--- src/rtl/ext_avalon_burst_bridge.sv ---
// Bridges a level-handshake burst requester onto an Avalon-MM burst master port.
// Rejects illegal requests and aborts a transfer that stalls for too long.
module ext_avalon_burst_bridge #(
   parameter int ADDR_W  = 32,
   parameter int DATA_W  = 32,
   parameter int BURST_W = 4,
   parameter int TIMEOUT = 1024
) (
   input  logic                  clk,
   input  logic                  reset_n,
   input  logic [ADDR_W-1:0]     ext_address,
   input  logic [DATA_W/8-1:0]   ext_byte_enable,
   input  logic                  ext_read,
   input  logic                  ext_write,
   input  logic [DATA_W-1:0]     ext_write_data,
   input  logic [BURST_W-1:0]    ext_burstcount,
   output logic                  ext_wr_ready,
   output logic [DATA_W-1:0]     ext_read_data,
   output logic                  ext_read_valid,
   output logic                  ext_acknowledge,
   output logic                  ext_error,
   output logic [ADDR_W-1:0]     avm_address,
   output logic [DATA_W/8-1:0]   avm_byteenable,
   output logic [BURST_W-1:0]    avm_burstcount,
   output logic                  avm_read,
   output logic                  avm_write,
   output logic [DATA_W-1:0]     avm_writedata,
   input  logic                  avm_waitrequest,
   input  logic [DATA_W-1:0]     avm_readdata,
   input  logic                  avm_readdatavalid
);

   localparam logic [2:0] IDLE    = 3'd0;
   localparam logic [2:0] RD_CMD  = 3'd1;
   localparam logic [2:0] RD_DATA = 3'd2;
   localparam logic [2:0] WR      = 3'd3;
   localparam logic [2:0] DONE    = 3'd4;

   localparam int                 TMO_W    = $clog2(TIMEOUT + 1);
   localparam logic [BURST_W-1:0] ONE      = {{(BURST_W-1){1'b0}}, 1'b1};
   localparam logic [BURST_W-1:0] MAXB     = ONE << (BURST_W - 1);
   localparam logic [TMO_W-1:0]   TMO_ONE  = TMO_W'(1);
   localparam logic [TMO_W-1:0]   TMO_LAST = TMO_W'(TIMEOUT - 1);

   logic [2:0]          state;
   logic [ADDR_W-1:0]   addr_q;
   logic [DATA_W/8-1:0] be_q;
   logic [BURST_W-1:0]  burst_q;
   logic [BURST_W-1:0]  beat_cnt;
   logic [TMO_W-1:0]    tmo_cnt;
   logic                err_q;

   logic [BURST_W-1:0]  req_burst;
   logic                req_bad;
   logic                cmd_accept;
   logic                rd_beat;
   logic                rd_last;
   logic                wr_last;
   logic                tmo_hit;

   assign req_burst  = (ext_burstcount == '0) ? ONE : ext_burstcount;
   assign req_bad    = (ext_read && ext_write) || (req_burst > MAXB);
   assign cmd_accept = (state == RD_CMD) && !avm_waitrequest;
   // Zero-latency slaves may return data in the same cycle the command is accepted.
   assign rd_beat    = avm_readdatavalid && ((state == RD_CMD) || (state == RD_DATA));
   assign rd_last    = rd_beat && (beat_cnt == burst_q - ONE);
   assign wr_last    = ext_wr_ready && (beat_cnt == burst_q - ONE);
   assign tmo_hit    = (tmo_cnt == TMO_LAST);

   assign avm_address     = addr_q;
   assign avm_byteenable  = be_q;
   assign avm_burstcount  = burst_q;
   assign avm_read        = (state == RD_CMD);
   assign avm_write       = (state == WR);
   assign avm_writedata   = avm_write ? ext_write_data : '0;
   assign ext_wr_ready    = avm_write && !avm_waitrequest;
   assign ext_acknowledge = (state == DONE);
   assign ext_error       = ext_acknowledge && err_q;

   // NOTE: every register here is state that must read zero out of reset, so all use
   // non-blocking assignment inside a single async-reset block.
   always_ff @(posedge clk or negedge reset_n) begin
      if (!reset_n) begin
         state          <= IDLE;
         addr_q         <= '0;
         be_q           <= '0;
         burst_q        <= '0;
         beat_cnt       <= '0;
         tmo_cnt        <= '0;
         err_q          <= 1'b0;
         ext_read_data  <= '0;
         ext_read_valid <= 1'b0;
      end else begin
         ext_read_valid <= rd_beat;
         if (rd_beat) ext_read_data <= avm_readdata;

         case (state)
            IDLE: begin
               beat_cnt <= '0;
               tmo_cnt  <= '0;
               err_q    <= 1'b0;
               if (ext_read || ext_write) begin
                  if (req_bad) begin
                     err_q <= 1'b1;
                     state <= DONE;
                  end else begin
                     addr_q  <= ext_address;
                     be_q    <= ext_byte_enable;
                     burst_q <= req_burst;
                     state   <= ext_read ? RD_CMD : WR;
                  end
               end
            end
            RD_CMD, RD_DATA: begin
               if (rd_beat) beat_cnt <= beat_cnt + ONE;
               if (rd_last) begin
                  state <= DONE;
               end else if (rd_beat || cmd_accept) begin
                  tmo_cnt <= '0;
                  if (cmd_accept) state <= RD_DATA;
               end else if (tmo_hit) begin
                  err_q <= 1'b1;
                  state <= DONE;
               end else begin
                  tmo_cnt <= tmo_cnt + TMO_ONE;
               end
            end
            WR: begin
               if (ext_wr_ready) begin
                  beat_cnt <= beat_cnt + ONE;
                  tmo_cnt  <= '0;
                  if (wr_last) state <= DONE;
               end else if (tmo_hit) begin
                  err_q <= 1'b1;
                  state <= DONE;
               end else begin
                  tmo_cnt <= tmo_cnt + TMO_ONE;
               end
            end
            DONE:    state <= IDLE;
            default: state <= IDLE;
         endcase
      end
   end

endmodule

--- config.mk ---
export PLATFORM = sky130hd
export DESIGN_NAME = ext_avalon_burst_bridge
export DESIGN_NICKNAME = d
export VERILOG_FILES = /design/src/rtl/ext_avalon_burst_bridge.sv
export SDC_FILE = /design/constraint.sdc
export NUM_CORES = 1
export LEC_CHECK = 0
export BUFFER_PORTS_ARGS = -buffer_cell sky130_fd_sc_hd__buf_2
export CORE_ASPECT_RATIO = 1.2
export CORE_UTILIZATION = 40
export CTS_BUF_LIST = sky130_fd_sc_hd__clkbuf_8 sky130_fd_sc_hd__clkbuf_16
export DETAILED_ROUTE_END_ITERATION = 8
export GPL_ROUTABILITY_DRIVEN = 0
export PLACE_DENSITY = 0.72
export SYNTH_ARGS = -nofsm -noshare
export SYNTH_HDL_FRONTEND = slang
export SYNTH_SLANG_ARGS = --single-unit
--- constraint.sdc ---
create_clock -name clk -period 2.5 [get_ports clk]
set_input_delay 0.25 -clock clk [delete_from_list [all_inputs] [get_ports clk]]
set_output_delay 0.25 -clock clk [all_outputs]
set_load 0.02 [all_outputs]
==> impl_metrics.json <==
{
  "grt-ovfl-total": 0,
  "ff2ff_path_depth": 5,
  "io_buffers": 219,
  "die-area_sq_um": 11030,
  "slew_viol_final": 0,
  "finalCritPeriodShare_pct": 91.59,
  "drtPass1Iterations": 4,
  "crit_chain": "and3b_1 > buf_4 > and2_1 > buf_2",
  "fin_crit_ps": 2290,
  "cp.arrival_ps": 2040,
  "yosysTopAreaCell": "dfrtp_1",
  "synth.most_common_cell": "dfrtp_1",
  "max-vdd-ir-drop_v": 0.0003840,
  "startpoint_type": "flip-flop",
  "crit_fanout": 20,
  "ys_ff_latch": 92,
  "p_leak_nw": 2.927,
  "async_flop_share_pct": 100.0,
  "cts.sinks": 92,
  "start_util_pct": 41.77,
  "fillers": 880,
  "via_count": 3471,
  "antenna_left": 0,
  "grt_pass1_vias": 3354,
  "cts_tree": "built",
  "max_cap_violations": 0,
  "synth_edf_count": 0,
  "grt_pass1_wl_mm": 15.14,
  "grt_max_degree": 49,
  "final-setup-viol-count": 0,
  "ys.flop_type": "dfrtp_1",
  "regToRegSetupSlack_ps": 420,
  "critPathKind": "flip-flop to primary output",
  "syn_avg_cell_area_sq_um": 12.30,
  "cp_slowest_stage_delay_ps": 670,
  "fmax_mhz": 436.7,
  "syn_inst": 345,
  "cp_slowest_cell": "dfrtp_1",
  "clk-insertion-delay-late_ps": 330,
  "cts-buffers-inserted": 9,
  "nNetsFinal": 677,
  "wl_mm": 9.845,
  "path_clk_slew_ps": 60,
  "n_antenna_cell": 0,
  "synth_area_sq_um": 4244,
  "rsz0062_at_grt": "false",
  "placedCellCount": 678,
  "drc": 0,
  "dp_hpwl_mm": 7.436,
  "min_path_type": "input port to flip-flop",
  "netlist_top_cells_area": "dfrtp_1 (54%), mux2_1 (18%), and2_1 (4.7%)",
  "cts.repair.resized": 0,
  "h-tree-depth": 3,
  "ys_top_cells_by_count": "dfrtp_1 (92), mux2_1 (67), and2_1 (32)",
  "slew_headroom_pct": 55.88,
  "pwr_density_cell_nw_per_um2": 1211,
  "worstReg2RegEnd": "tmo_cnt[2]",
  "crit_path_end_kind": "primary output",
  "drt-initial-drc-count": 77,
  "hold_violations": 0,
  "synth.distinct_cells": 50,
  "antenna_found_initial": 0,
  "final_cells": 694,
  "fp.coreArea_sq_um": 10160,
  "syn-num-nets": 458,
  "clockRootBuffer": "clkbuf_16",
  "hp-start": "ext_address[31]",
  "drt-wirelength-per-cell_um": 14.19,
  "fin_setup_tns_ps": 0,
  "worstPathRequired_ps": 2250,
  "num_io_pins": 220,
  "layout-drive-gt1-share_pct": 44.37,
  "tightest_slew_ps": 656.8,
  "track_usage_pct": 17.90,
  "die_y_um": 114.8,
  "reg2reg_from": "state[0]",
  "finalPower_mw": 6.995,
  "routed_via_density": 5.001,
  "cts_buffer_depth": 2,
  "min_to": "avm_address[31]",
  "clock-skew-final_ps": 4.348,
  "utilization_pct": 56.87,
  "status": "finished, final reports clean",
  "synth_top_area_share_pct": 54.25,
  "die_w_um": 96.03,
  "whs_path_depth": 2,
  "area_delta_synth_final_pct": 36.14,
  "row_count": 40,
  "synth-warning-count": 0,
  "seq_area_frac_synth_pct": 54.25
}
==> registers in the layout, summed over array words and instances, names as in the netlist <==
name and count:
avm_address 32, avm_burstcount 4, avm_byteenable 4, beat_cnt 4, err_q 1, ext_read_data 32, ext_read_valid 1, state 3
tmo_cnt 11
==> area by class of cell <==
type	instances	area, sq um	area share (%)
Sequential cell	92	2302	39.84
Inverter	9	33.78	0.5847
Clock inverter	5	53.80	0.9311
Timing Repair Buffer	226	1179	20.40
Multi-Input combinational cell	226	1813	31.38
Clock buffer	10	239.0	4.136
Tap cell	126	157.7	2.728
==> report_power, final <==
group | internal, mW | switching [mW]
clock network | 0.793 | 0.545
registers | 2.16 | 0.409
logic | 1.27 | 1.82
==> how the worst max path moves through the flow <==
stage                            startpoint           endpoint  slack, ps
after floorplan           avm_burstcount[0]         tmo_cnt[0]        490
after global placement             state[1]  ext_read_data[27]        560
after detailed placement           state[0]         tmo_cnt[0]        470
after CTS                          state[1]  avm_writedata[24]        190
after global routing               state[1]  avm_writedata[24]          9
final                              state[1]  avm_writedata[24]        210
==> critical path: cells and delay by family (launching register included) <==
kind | cells | cell delay (ps)
DFF | 1 | 670
and+or+nand+nor | 2 | 620
buffers and inverters | 2 | 420
==> per-layer routing <==
layer  GRT usage, %  up-vias  wire length [um]
met2          32.58      178              5110
met3          4.960       17               908
li1               -     1657                 -
met4          7.960        0               175
met1          18.91     1619              3650
met5              0        -                 0
==> per-stage QoR <==
step           setup slack, ps  cell area [sq um]  hold WS, ps
2_1_floorplan            491.2               4244       -45.59
5_1_grt                  9.064               5778        119.4
3_3_place_gp             557.1               5475        305.3
4_1_cts                  188.7               5778        111.9
3_5_place_dp             473.4               5475        310.4
6_report                 210.2               5778        123.6
==> placed cells by master (no fill, tap or decap), drive strengths merged, types with 2 or more instances in the layout <==
| master | n |
|---|---|
| a21o | 2 |
| a21oi | 14 |
| a22o | 2 |
| a311oi | 2 |
| a31oi | 5 |
| and2 | 32 |
| and3 | 3 |
| buf | 225 |
| clkbuf | 10 |
| dfrtp | 92 |
| ha | 3 |
| inv | 12 |
| mux2 | 73 |
| nand2 | 8 |
| nand2b | 2 |
| nand3 | 5 |
| nand3b | 2 |
| nand4 | 3 |
| nor2 | 11 |
| nor2b | 3 |
| nor3 | 13 |
| nor4 | 2 |
| o21a | 2 |
| o21ai | 13 |
| o31ai | 2 |
| or3 | 2 |
| or3b | 2 |
| xnor2 | 3 |
| xor2 | 4 |
==> cell families after synthesis <==
| group | after synthesis | synth area share, % |
|---|---|---|
| AO/OA/AOI/OAI | 50 | 7.753 |
| XOR/XNOR | 8 | 2.005 |
| adder cells (fa/ha/maj) | 3 | 0.8845 |
| buffers and inverters | 27 | 3.036 |
| flip-flops | 92 | 54.25 |
| multiplexers | 74 | 19.60 |
| AND/OR/NAND/NOR | 91 | 12.47 |
==> what timing repair did <==
item	4_1_cts	5_1_grt
buffers inserted	0	0
hold endpoints to repair	47	0
hold buffers	1	0
No activity file was read; power rests on OpenSTA's default activity.
